$ cat config.mk
export PLATFORM = sky130hd
export DESIGN_NAME = target_hit_detector
export DESIGN_NICKNAME = d
export VERILOG_FILES = /design/src/rtl/target_hit_detector.sv
export SDC_FILE = /design/constraint.sdc
export NUM_CORES = 1
export LEC_CHECK = 0
export CORE_MARGIN = 4
export CORE_UTILIZATION = 40
export CTS_CLUSTER_SIZE = 30
export DETAILED_ROUTE_END_ITERATION = 6
export PLACE_DENSITY = 0.73
export SETUP_SLACK_MARGIN = 0.2
export SLEW_MARGIN = 20
export SYNTH_ARGS = -nofsm -noshare
export SYNTH_HDL_FRONTEND = slang
export SYNTH_SLANG_ARGS = --single-unit
$ cat constraint.sdc
create_clock -name CLK -period 3.7 [get_ports CLK]
set_input_delay 0.37 -clock CLK [delete_from_list [all_inputs] [get_ports CLK]]
set_output_delay 0.37 -clock CLK [all_outputs]
set_load 0.005 [all_outputs]
$ cat src/rtl/target_hit_detector.sv
// target_hit_detector: checks the snake head against the current target on each
// move tick. On a hit it sends a one-cycle REACHED_TARGET pulse, steps the BCD
// score and the snake length, and holds WIN_GAME high once the score reaches
// WIN_SCORE.
module target_hit_detector #(
  parameter int WIN_SCORE   = 10,
  parameter int INIT_LENGTH = 3,
  parameter int MAX_LENGTH  = 32
) (
  input  logic        CLK,
  input  logic        RESET,
  input  logic [1:0]  MSM_State,
  input  logic        MOVE_TICK,
  input  logic [7:0]  HEAD_X,
  input  logic [6:0]  HEAD_Y,
  input  logic [14:0] TARGET_ADDR,
  output logic        REACHED_TARGET,
  output logic [3:0]  SCORE_TENS,
  output logic [3:0]  SCORE_ONES,
  output logic [7:0]  SNAKE_LENGTH,
  output logic        WIN_GAME
);

  localparam logic [6:0] WIN_SCORE_L   = 7'(WIN_SCORE);
  localparam logic [7:0] INIT_LENGTH_L = 8'(INIT_LENGTH);
  localparam logic [7:0] MAX_LENGTH_L  = 8'(MAX_LENGTH);

  typedef enum logic [1:0] {
    ST_IDLE,
    ST_ARMED,
    ST_HIT,
    ST_WON
  } state_t;

  state_t      state;
  state_t      state_next;
  logic        take_hit;
  logic        msm_idle;
  logic        msm_play;
  logic        target_match;
  logic [3:0]  tens_inc;
  logic [3:0]  ones_inc;
  logic [6:0]  score_inc_bin;
  logic [7:0]  length_inc;

  assign msm_idle      = (MSM_State == 2'b00);
  assign msm_play      = (MSM_State == 2'b01);
  assign target_match  = ({HEAD_X, HEAD_Y} == TARGET_ADDR);
  assign score_inc_bin = ({3'b000, tens_inc} * 7'd10) + {3'b000, ones_inc};
  assign length_inc    = (SNAKE_LENGTH >= MAX_LENGTH_L) ? SNAKE_LENGTH
                                                        : SNAKE_LENGTH + 8'd1;

  // BCD score plus one, holding at 99 instead of wrapping
  always_comb begin
    tens_inc = SCORE_TENS;
    ones_inc = SCORE_ONES;
    if (!(SCORE_TENS == 4'd9 && SCORE_ONES == 4'd9)) begin
      if (SCORE_ONES == 4'd9) begin
        ones_inc = 4'd0;
        tens_inc = SCORE_TENS + 4'd1;
      end else begin
        ones_inc = SCORE_ONES + 4'd1;
      end
    end
  end

  // Next state; MSM IDLE wins over everything, including a hit in the same cycle
  always_comb begin
    state_next = state;
    take_hit   = 1'b0;
    if (msm_idle) begin
      state_next = ST_IDLE;
    end else begin
      case (state)
        ST_IDLE: begin
          if (msm_play) state_next = ST_ARMED;
        end
        ST_ARMED: begin
          if (msm_play && MOVE_TICK && target_match) begin
            state_next = ST_HIT;
            take_hit   = 1'b1;
          end
        end
        ST_HIT: begin
          state_next = WIN_GAME ? ST_WON : ST_ARMED;
        end
        ST_WON: begin
          state_next = ST_WON;
        end
        default: begin
          state_next = ST_IDLE;
        end
      endcase
    end
  end

  // State register
  always_ff @(posedge CLK) begin
    if (!RESET) begin
      state <= ST_IDLE;
    end else begin
      state <= state_next;
    end
  end

  // Score, length, win flag and hit pulse all change on the edge that enters HIT
  always_ff @(posedge CLK) begin
    if (!RESET || msm_idle) begin
      REACHED_TARGET <= 1'b0;
      SCORE_TENS     <= 4'd0;
      SCORE_ONES     <= 4'd0;
      SNAKE_LENGTH   <= INIT_LENGTH_L;
      WIN_GAME       <= 1'b0;
    end else if (take_hit) begin
      REACHED_TARGET <= 1'b1;
      SCORE_TENS     <= tens_inc;
      SCORE_ONES     <= ones_inc;
      SNAKE_LENGTH   <= length_inc;
      if (score_inc_bin >= WIN_SCORE_L) WIN_GAME <= 1'b1;
    end else begin
      REACHED_TARGET <= 1'b0;
    end
  end

endmodule

==> results of run 1 <==
==> power breakdown <==
group / internal (mW) / switching (mW)
clock: 0.145 / 0.0785
sequential: 0.216 / 0.000598
combinational: 0.0431 / 0.0275
total: 0.403 / 0.107
==> cell usage in the layout (no fill, tap or decap), types with 3 or more instances in the layout <==
cell type,count
sky130_fd_sc_hd__clkbuf_8,3
sky130_fd_sc_hd__o21ai_0,8
sky130_fd_sc_hd__nor3_1,3
sky130_fd_sc_hd__inv_1,9
sky130_fd_sc_hd__o31ai_1,8
sky130_fd_sc_hd__nor2_1,9
sky130_fd_sc_hd__ha_1,10
sky130_fd_sc_hd__a21oi_1,15
sky130_fd_sc_hd__nand4_1,6
sky130_fd_sc_hd__nand2b_1,3
sky130_fd_sc_hd__xor2_1,12
sky130_fd_sc_hd__or4_1,6
sky130_fd_sc_hd__nand2_1,8
sky130_fd_sc_hd__nand3_1,6
sky130_fd_sc_hd__clkdlybuf4s50_1,52
sky130_fd_sc_hd__xnor2_1,9
sky130_fd_sc_hd__nor4_1,3
sky130_fd_sc_hd__dfxtp_1,19
==> stage by stage <==
stage / util (%) / worst slack, ns / cells / hold slack [ns]
after global placement: 58.9 / 0.608 / 266 / 0.480
final: 61.1 / 0.494 / 270 / 0.497
after floorplan: - / 0.569 / 173 / 0.457
after CTS: 61.1 / 0.483 / 270 / 0.499
after global routing: 61.1 / 0.222 / 270 / 0.530
after detailed placement: 59.0 / 0.502 / 266 / 0.484
==> worst paths after layout <==
| check | to | startpoint |
|---|---|---|
| max | WIN_GAME | SCORE_TENS[1] |
| min | state[0] | state[1] |
| max reg2reg | WIN_GAME | SCORE_TENS[1] |
| min reg2reg | state[0] | state[1] |
==> cell type report <==
cell class / count / area, um^2
fill: 316 / 1340
multi-input combinational: 137 / 1000
timing repair buffer: 54 / 536
sequential: 20 / 402
tap: 46 / 57.6
clock buffer: 3 / 41.3
inverter: 9 / 33.8
clock inverter: 1 / 30.0
==> sequential cells by signal, indices dropped and copies added, names as in the netlist <==
signal          count
REACHED_TARGET      1
SCORE_ONES          4
SCORE_TENS          4
SNAKE_LENGTH        8
WIN_GAME            1
state               2
==> tightest hold or removal path, cell delays in order (launching register included) <==
cell and delay, ns:
sky130_fd_sc_hd__dfxtp_1 0.32, sky130_fd_sc_hd__inv_1 0.07, sky130_fd_sc_hd__a21oi_1 0.06
==> metal layers <==
layer	GRT usage [%]	vias up	wire [um]	share of wire (%)
met1	20.5	696	1680	45
met3	4.76	5	181	4.8
met4	4.71	0	36	0.96
met5	0	-	0	0
met2	31.6	33	1850	49
li1	-	740	-	-
==> timing repair <==
action                     in CTS  in global routing
hold buffers                    0                  0
resized for setup               0                  1
setup endpoints to repair       0                  1
==> synthesized netlist by cell type (2+ instances only) <==
library cell and instances:
sky130_fd_sc_hd__and2_1 2, sky130_fd_sc_hd__xor2_1 12, sky130_fd_sc_hd__nand4_1 6, sky130_fd_sc_hd__nor3_1 3, sky130_fd_sc_hd__dfxtp_1 20, sky130_fd_sc_hd__clkbuf_1 6, sky130_fd_sc_hd__or4_1 6, sky130_fd_sc_hd__nor2_1 9
sky130_fd_sc_hd__o21ai_0 8, sky130_fd_sc_hd__and4_1 2, sky130_fd_sc_hd__fa_1 2, sky130_fd_sc_hd__o31ai_1 8, sky130_fd_sc_hd__inv_1 9, sky130_fd_sc_hd__a21oi_1 15, sky130_fd_sc_hd__xnor2_1 9, sky130_fd_sc_hd__nand2b_1 3
sky130_fd_sc_hd__ha_1 10, sky130_fd_sc_hd__nor4_1 3, sky130_fd_sc_hd__nand3_1 6, sky130_fd_sc_hd__o21a_1 2, sky130_fd_sc_hd__nand2_1 8, sky130_fd_sc_hd__a31oi_1 2, sky130_fd_sc_hd__nor4_2 2
==> logic make-up after synthesis <==
family | after synthesis
multiplexers | 2
XOR/XNOR | 21
buffers and inverters | 16
AO/OA/AOI/OAI | 43
AND/OR/NAND/NOR | 59
adder cells (fa/ha/maj) | 12
flip-flops | 20
==> flow_metrics.env, run 1 <==
export IMPL_synth_edff_count=0
export IMPL_antenna_diode_count=0
export IMPL_post_synth_and_or_nand_nor_area_fraction_pct=24.8
export IMPL_cp_num_cells=14
export IMPL_clkLatencyLatePin_ns=0.26
export IMPL_standard_cell_row_count=21
export IMPL_clock_tree_buffer_depth=2
export IMPL_routedWlPerCell_um=13.9
export IMPL_critical_path_slowest_cell="sky130_fd_sc_hd__fa_1"
export IMPL_gp_congestion=0.812
export IMPL_reg2reg_depth=14
export IMPL_ant_nets=0
export IMPL_crit_buf_inv=2
export IMPL_critical_path_max_stage_delay_ns=0.55
export IMPL_final_min_period_over_clock_period_pct=86.6
export IMPL_grt_first_pass_wirelength_um=6290
export IMPL_remaining_drc_errors=0
export IMPL_hold_depth=2
export IMPL_design_final_nets=272
export IMPL_vdd_ir_drop_worst_uv=158
export IMPL_initial_core_util_pct=42.5
export IMPL_power_density_cell_area_mw_per_mm2=242
export IMPL_cts_tree="yes"
export IMPL_yosys_register_bits=20
export IMPL_path_cells="inv_1 -> ha_1 -> and3b_1 -> nand2b_1 -> mux2i_1 -> ha_1 -> ha_1 -> inv_1 -> fa_1 -> nor2_1 -> o21ai_0 -> nand4b_1 -> o211a_1 -> o221a_1"
export IMPL_final_setup_viol_count=0
export IMPL_synth_cell_type_count=43
export IMPL_final_cell_area_mm2=0.00210
export IMPL_max_cap_viol_count=0
export IMPL_finalMaxSlewViolations=0
export IMPL_p_total_mw=0.510
export IMPL_cts_root_buf="sky130_fd_sc_hd__clkbuf_8"
export IMPL_worst_clock_skew_ns=0.00519
export IMPL_critical_path_top_cell_by_count="sky130_fd_sc_hd__ha_1"
export IMPL_totalWireLength_um=3750
export IMPL_critPathCaptureType="flop"
export IMPL_synth_area_leader_cell="sky130_fd_sc_hd__dfxtp_1"
export IMPL_synthDominantCellAreaShare_pct=27.4
export IMPL_netlist_area_mm2=0.00146
export IMPL_synth_compound_area_share_pct=18.3
export IMPL_worst_endpoint_required_ns=3.86
export IMPL_floorplan_die_area_mm2=0.00469
export IMPL_holdCritPathClass="flop to flop"
export IMPL_grt_setup_unrepaired="no"
export IMPL_net_count_synth=220
export IMPL_p_leak_nw=0.819
export IMPL_dr_first_iter_drc_count=101
export IMPL_dominant_combinational_cell_family_by_area_after_synthesis="simple AND/OR/NAND/NOR gates"
export IMPL_hold_violations=0
export IMPL_global_route_overflow_total=0
export IMPL_grt_pass1_vias=1412
export IMPL_netlist_instances=173
export IMPL_achievable_frequency_ghz=0.312
export IMPL_final_period_minus_worst_setup_slack_ns=3.21
export IMPL_tightest_slew_ns=0.735
export IMPL_synth_async_reset_ratio_pct=0
export IMPL_clk_transition_reported_paths_ns=0.08
export IMPL_synth_warnings=0
export IMPL_fin_setup_tns_ns=0
export IMPL_ctsHtreeMaxLevel=1
export IMPL_synth_seq_area_share_pct=27.4
export IMPL_run_status="finished clean"
export IMPL_post_dp_hpwl_um=2920
export IMPL_yosys_most_used_dff="sky130_fd_sc_hd__dfxtp_1"
export IMPL_setup_worst_path_class="flop to flop"
export IMPL_synth_xor_xnor_area_share_pct=12.6
export IMPL_worst_r2r_setup_slack_ns=0.49
export IMPL_pin_count_of_the_biggest_net_entering_global_routing=19
export IMPL_overall_via_count_from_detail_route=1474
export IMPL_drt_vias_per_instance=5.46
export IMPL_worst_path_max_fanout=5
export IMPL_postPlaceCellArea_mm2=0.00203
export IMPL_critPathArrivalTime_ns=3.36
export IMPL_share_of_layout_cells_above_drive_strength_1_pct=5.80
export IMPL_io_pin_count=53
export IMPL_antenna_violations_before_repair=0
export IMPL_cp_start_kind="flop"
export IMPL_cp_top_family="adder cells"
export IMPL_slew_headroom_pct=50.8
export IMPL_netlist_top_cells_area="sky130_fd_sc_hd__dfxtp_1 27%, sky130_fd_sc_hd__ha_1 8.6%, sky130_fd_sc_hd__xor2_1 7.2%, sky130_fd_sc_hd__xnor2_1 5.4%, sky130_fd_sc_hd__a21oi_1 5.1%"
export IMPL_avgSynthCellArea_um2=8.45
export IMPL_clock_sinks=20
export IMPL_cts_buf_count=3
export IMPL_gr_usage_all_layers_pct=17.7
export IMPL_portion_of_netlist_area_occupied_by_mux_cells_pct=1.45
export IMPL_detail_route_first_pass_iterations=4
export IMPL_post_cts_repair_setup_buffers=0
export IMPL_fp_dieW_um=68.5
export IMPL_yosys_area_share_adder_pct=11.3
export IMPL_syn_to_final_growth_pct=43.9
export IMPL_port_buffer_count=52
export IMPL_fp_dieH_um=68.5
export IMPL_fp_coreArea_mm2=0.00344
Note: power is estimated with default switching activity, not from simulation.
==> run 2, diff against run 1 <==
--- a/config.mk
+++ b/config.mk
@@ -6,10 +6,11 @@
 export NUM_CORES = 1
 export LEC_CHECK = 0
 export CORE_MARGIN = 4
-export CORE_UTILIZATION = 40
+export CORE_UTILIZATION = 39
 export CTS_CLUSTER_SIZE = 30
 export DETAILED_ROUTE_END_ITERATION = 6
-export PLACE_DENSITY = 0.73
+export GPL_TIMING_DRIVEN = 0
+export PLACE_DENSITY = 0.71
 export SETUP_SLACK_MARGIN = 0.2
 export SLEW_MARGIN = 20
 export SYNTH_ARGS = -nofsm -noshare
==> constraint.sdc (replaced) <==
create_clock -name CLK -period 3.7 [get_ports CLK]
set_input_delay 0.37 -clock CLK [delete_from_list [all_inputs] [get_ports CLK]]
set_output_delay 0.37 -clock CLK [all_outputs]
set_load 0.02 [all_outputs]
==> run 2 against run 1 <==
Sequential power hardly changed. Clock skew is 0.0023 ns lower. Clock power is 37% lower. Routed wire length is 2.5% lower. First-iteration DRC count is 42% lower. Largest power group is now sequential cells. Largest cell class unchanged. Clock-buffer cell count stayed put. Combinational power hardly changed. Sequential cell count stayed put. Sequential share of layout area hardly changed. Cell area is 0.24% lower.
==> flow_metrics.env, run 2 (synthesis results as in run 1) <==
export IMPL_ant_nets=0
export IMPL_standard_cell_row_count=21
export IMPL_fp_dieW_um=69.2
export IMPL_max_cap_viol_count=0
export IMPL_fp_dieH_um=69.2
export IMPL_largest_register_ff_count=8
export IMPL_initial_core_util_pct=42.2
export IMPL_path_cells="inv_1 -> ha_1 -> and3b_1 -> nand2b_2 -> mux2i_4 -> ha_1 -> ha_1 -> inv_1 -> fa_1 -> nor2_1 -> o21ai_1 -> nand4b_1 -> o211a_1 -> o221a_1"
export IMPL_reg_top3="SNAKE_LENGTH x8, SCORE_ONES x4, SCORE_TENS x4"
export IMPL_final_min_period_over_clock_period_pct=88.8
export IMPL_gp_congestion=0.762
export IMPL_cts_root_buf="sky130_fd_sc_hd__clkbuf_8"
export IMPL_cts_buf_count=3
export IMPL_antenna_violations_before_repair=0
export IMPL_p_leak_nw=0.804
export IMPL_clkLatencyLatePin_ns=0.25
export IMPL_clock_tree_buffer_depth=2
export IMPL_share_of_layout_cells_above_drive_strength_1_pct=5.70
export IMPL_ctsHtreeMaxLevel=1
export IMPL_hold_violations=0
export IMPL_dr_first_iter_drc_count=59
export IMPL_design_final_nets=277
export IMPL_slew_headroom_pct=55.1
export IMPL_post_cts_resized=0
export IMPL_worst_hold_margin_ns=0.496
export IMPL_gr_usage_all_layers_pct=15.1
export IMPL_post_cts_hold_buffer_count=0
export IMPL_fp_coreArea_mm2=0.00347
export IMPL_critical_path_top_cell_by_count="sky130_fd_sc_hd__ha_1"
export IMPL_post_dp_hpwl_um=2900
export IMPL_clock_sinks=20
export IMPL_worst_path_max_fanout=5
export IMPL_floorplan_die_area_mm2=0.00479
export IMPL_post_cts_repair_setup_buffers=0
export IMPL_critical_path_slowest_cell="sky130_fd_sc_hd__fa_1"
export IMPL_worst_endpoint_required_ns=3.85
export IMPL_filler_cell_count=328
export IMPL_totalWireLength_um=3660
export IMPL_final_setup_viol_count=0
export IMPL_max_flop_register="SNAKE_LENGTH"
export IMPL_holdCritPathClass="flop to flop"
export IMPL_syn_to_final_growth_pct=43.5
export IMPL_tightest_slew_ns=0.671
export IMPL_vdd_ir_drop_worst_uv=133
export IMPL_grt_pass1_vias=1377
export IMPL_cts_tree="yes"
export IMPL_cp_top_family="adder cells"
export IMPL_drt_vias_per_instance=5.30
export IMPL_grt_setup_unrepaired="no"
export IMPL_routedWlPerCell_um=13.3
export IMPL_io_pin_count=53
export IMPL_mostFrequentLayoutCell="sky130_fd_sc_hd__clkdlybuf4s50_1"
export IMPL_worst_clock_skew_ns=0.00286
export IMPL_critPathCaptureType="flop"
export IMPL_setup_worst_path_class="flop to flop"
export IMPL_port_buffer_count=52
export IMPL_achievable_frequency_ghz=0.304
export IMPL_finalMaxSlewViolations=0
export IMPL_remaining_drc_errors=0
export IMPL_clk_transition_reported_paths_ns=0.07
export IMPL_critical_path_max_stage_delay_ns=0.56
export IMPL_run_status="finished clean"
export IMPL_final_cell_mix="52 x sky130_fd_sc_hd__clkdlybuf4s50_1, 19 x sky130_fd_sc_hd__dfxtp_1, 15 x sky130_fd_sc_hd__a21oi_1"
export IMPL_fin_setup_tns_ns=0
export IMPL_pin_count_of_the_biggest_net_entering_global_routing=11
export IMPL_global_route_overflow_total=0
export IMPL_detail_route_first_pass_iterations=4
export IMPL_grt_first_pass_wirelength_um=6110
export IMPL_final_period_minus_worst_setup_slack_ns=3.28
export IMPL_crit_buf_inv=2
export IMPL_critPathArrivalTime_ns=3.43
export IMPL_cp_start_kind="flop"
export IMPL_power_density_cell_area_mw_per_mm2=204
export IMPL_overall_via_count_from_detail_route=1453
export IMPL_antenna_diode_count=0
-- run 2: path summary, 6_finish.rpt --
| path | slack, ns | depth (start not counted) | start | endpoint |
|---|---|---|---|---|
| min | 0.50 | 2 | state[1] | state[0] |
| min reg2reg | 0.50 | 2 | state[1] | state[0] |
| max | 0.42 | 14 | SCORE_TENS[1] | WIN_GAME |
| max reg2reg | 0.42 | 14 | SCORE_TENS[1] | WIN_GAME |
-- run 2: final cells by class --
class	instances	area, um^2	area share [%]
sequential	20	402	19.1
buffer	7	28.8	1.37
inverter	9	33.8	1.61
timing repair buffer	52	520	24.8
tap	46	57.6	2.74
multi-input combinational	137	1020	48.4
clock buffer	3	41.3	1.97
-- run 2: worst min-delay path: stages, from the launching register on --
cell and delay, ns:
sky130_fd_sc_hd__dfxtp_1 0.33, sky130_fd_sc_hd__inv_1 0.07, sky130_fd_sc_hd__a21oi_1 0.06
-- run 2: per-stage QoR --
| stage | util (%) | cells | total power, mW | setup WS [ns] | cell area (um^2) |
|---|---|---|---|---|---|
| after global routing | 60.5 | 274 | 0.447 | 0.207 | 2100 |
| after floorplan | - | 173 | 0.247 | 0.447 | 1460 |
| final | 60.5 | 274 | 0.427 | 0.416 | 2100 |
| after detailed placement | 58.8 | 271 | 0.293 | 0.252 | 2040 |
| after CTS | 60.0 | 274 | 0.433 | 0.228 | 2080 |
| after global placement | 58.8 | 271 | 0.292 | 0.283 | 2040 |
-- run 2: power breakdown --
| part | switching, mW | internal (mW) |
|---|---|---|
| combinational | 0.0275 | 0.0434 |
| clock | 0.0677 | 0.0724 |
| sequential | 0.000570 | 0.216 |
| total | 0.0957 | 0.332 |
-- run 2: per-layer routing --
metal  vias to the layer above  track usage [%]  part of all wire, %  routed length, um
met3                         2             4.06                  8.3                304
met2                        58             24.2                   46               1670
met1                       647             20.1                   45               1660
li1                        746                -                    -                  -
met4                         0             3.69                 0.52                 19
met5                         -                0                    0                  0
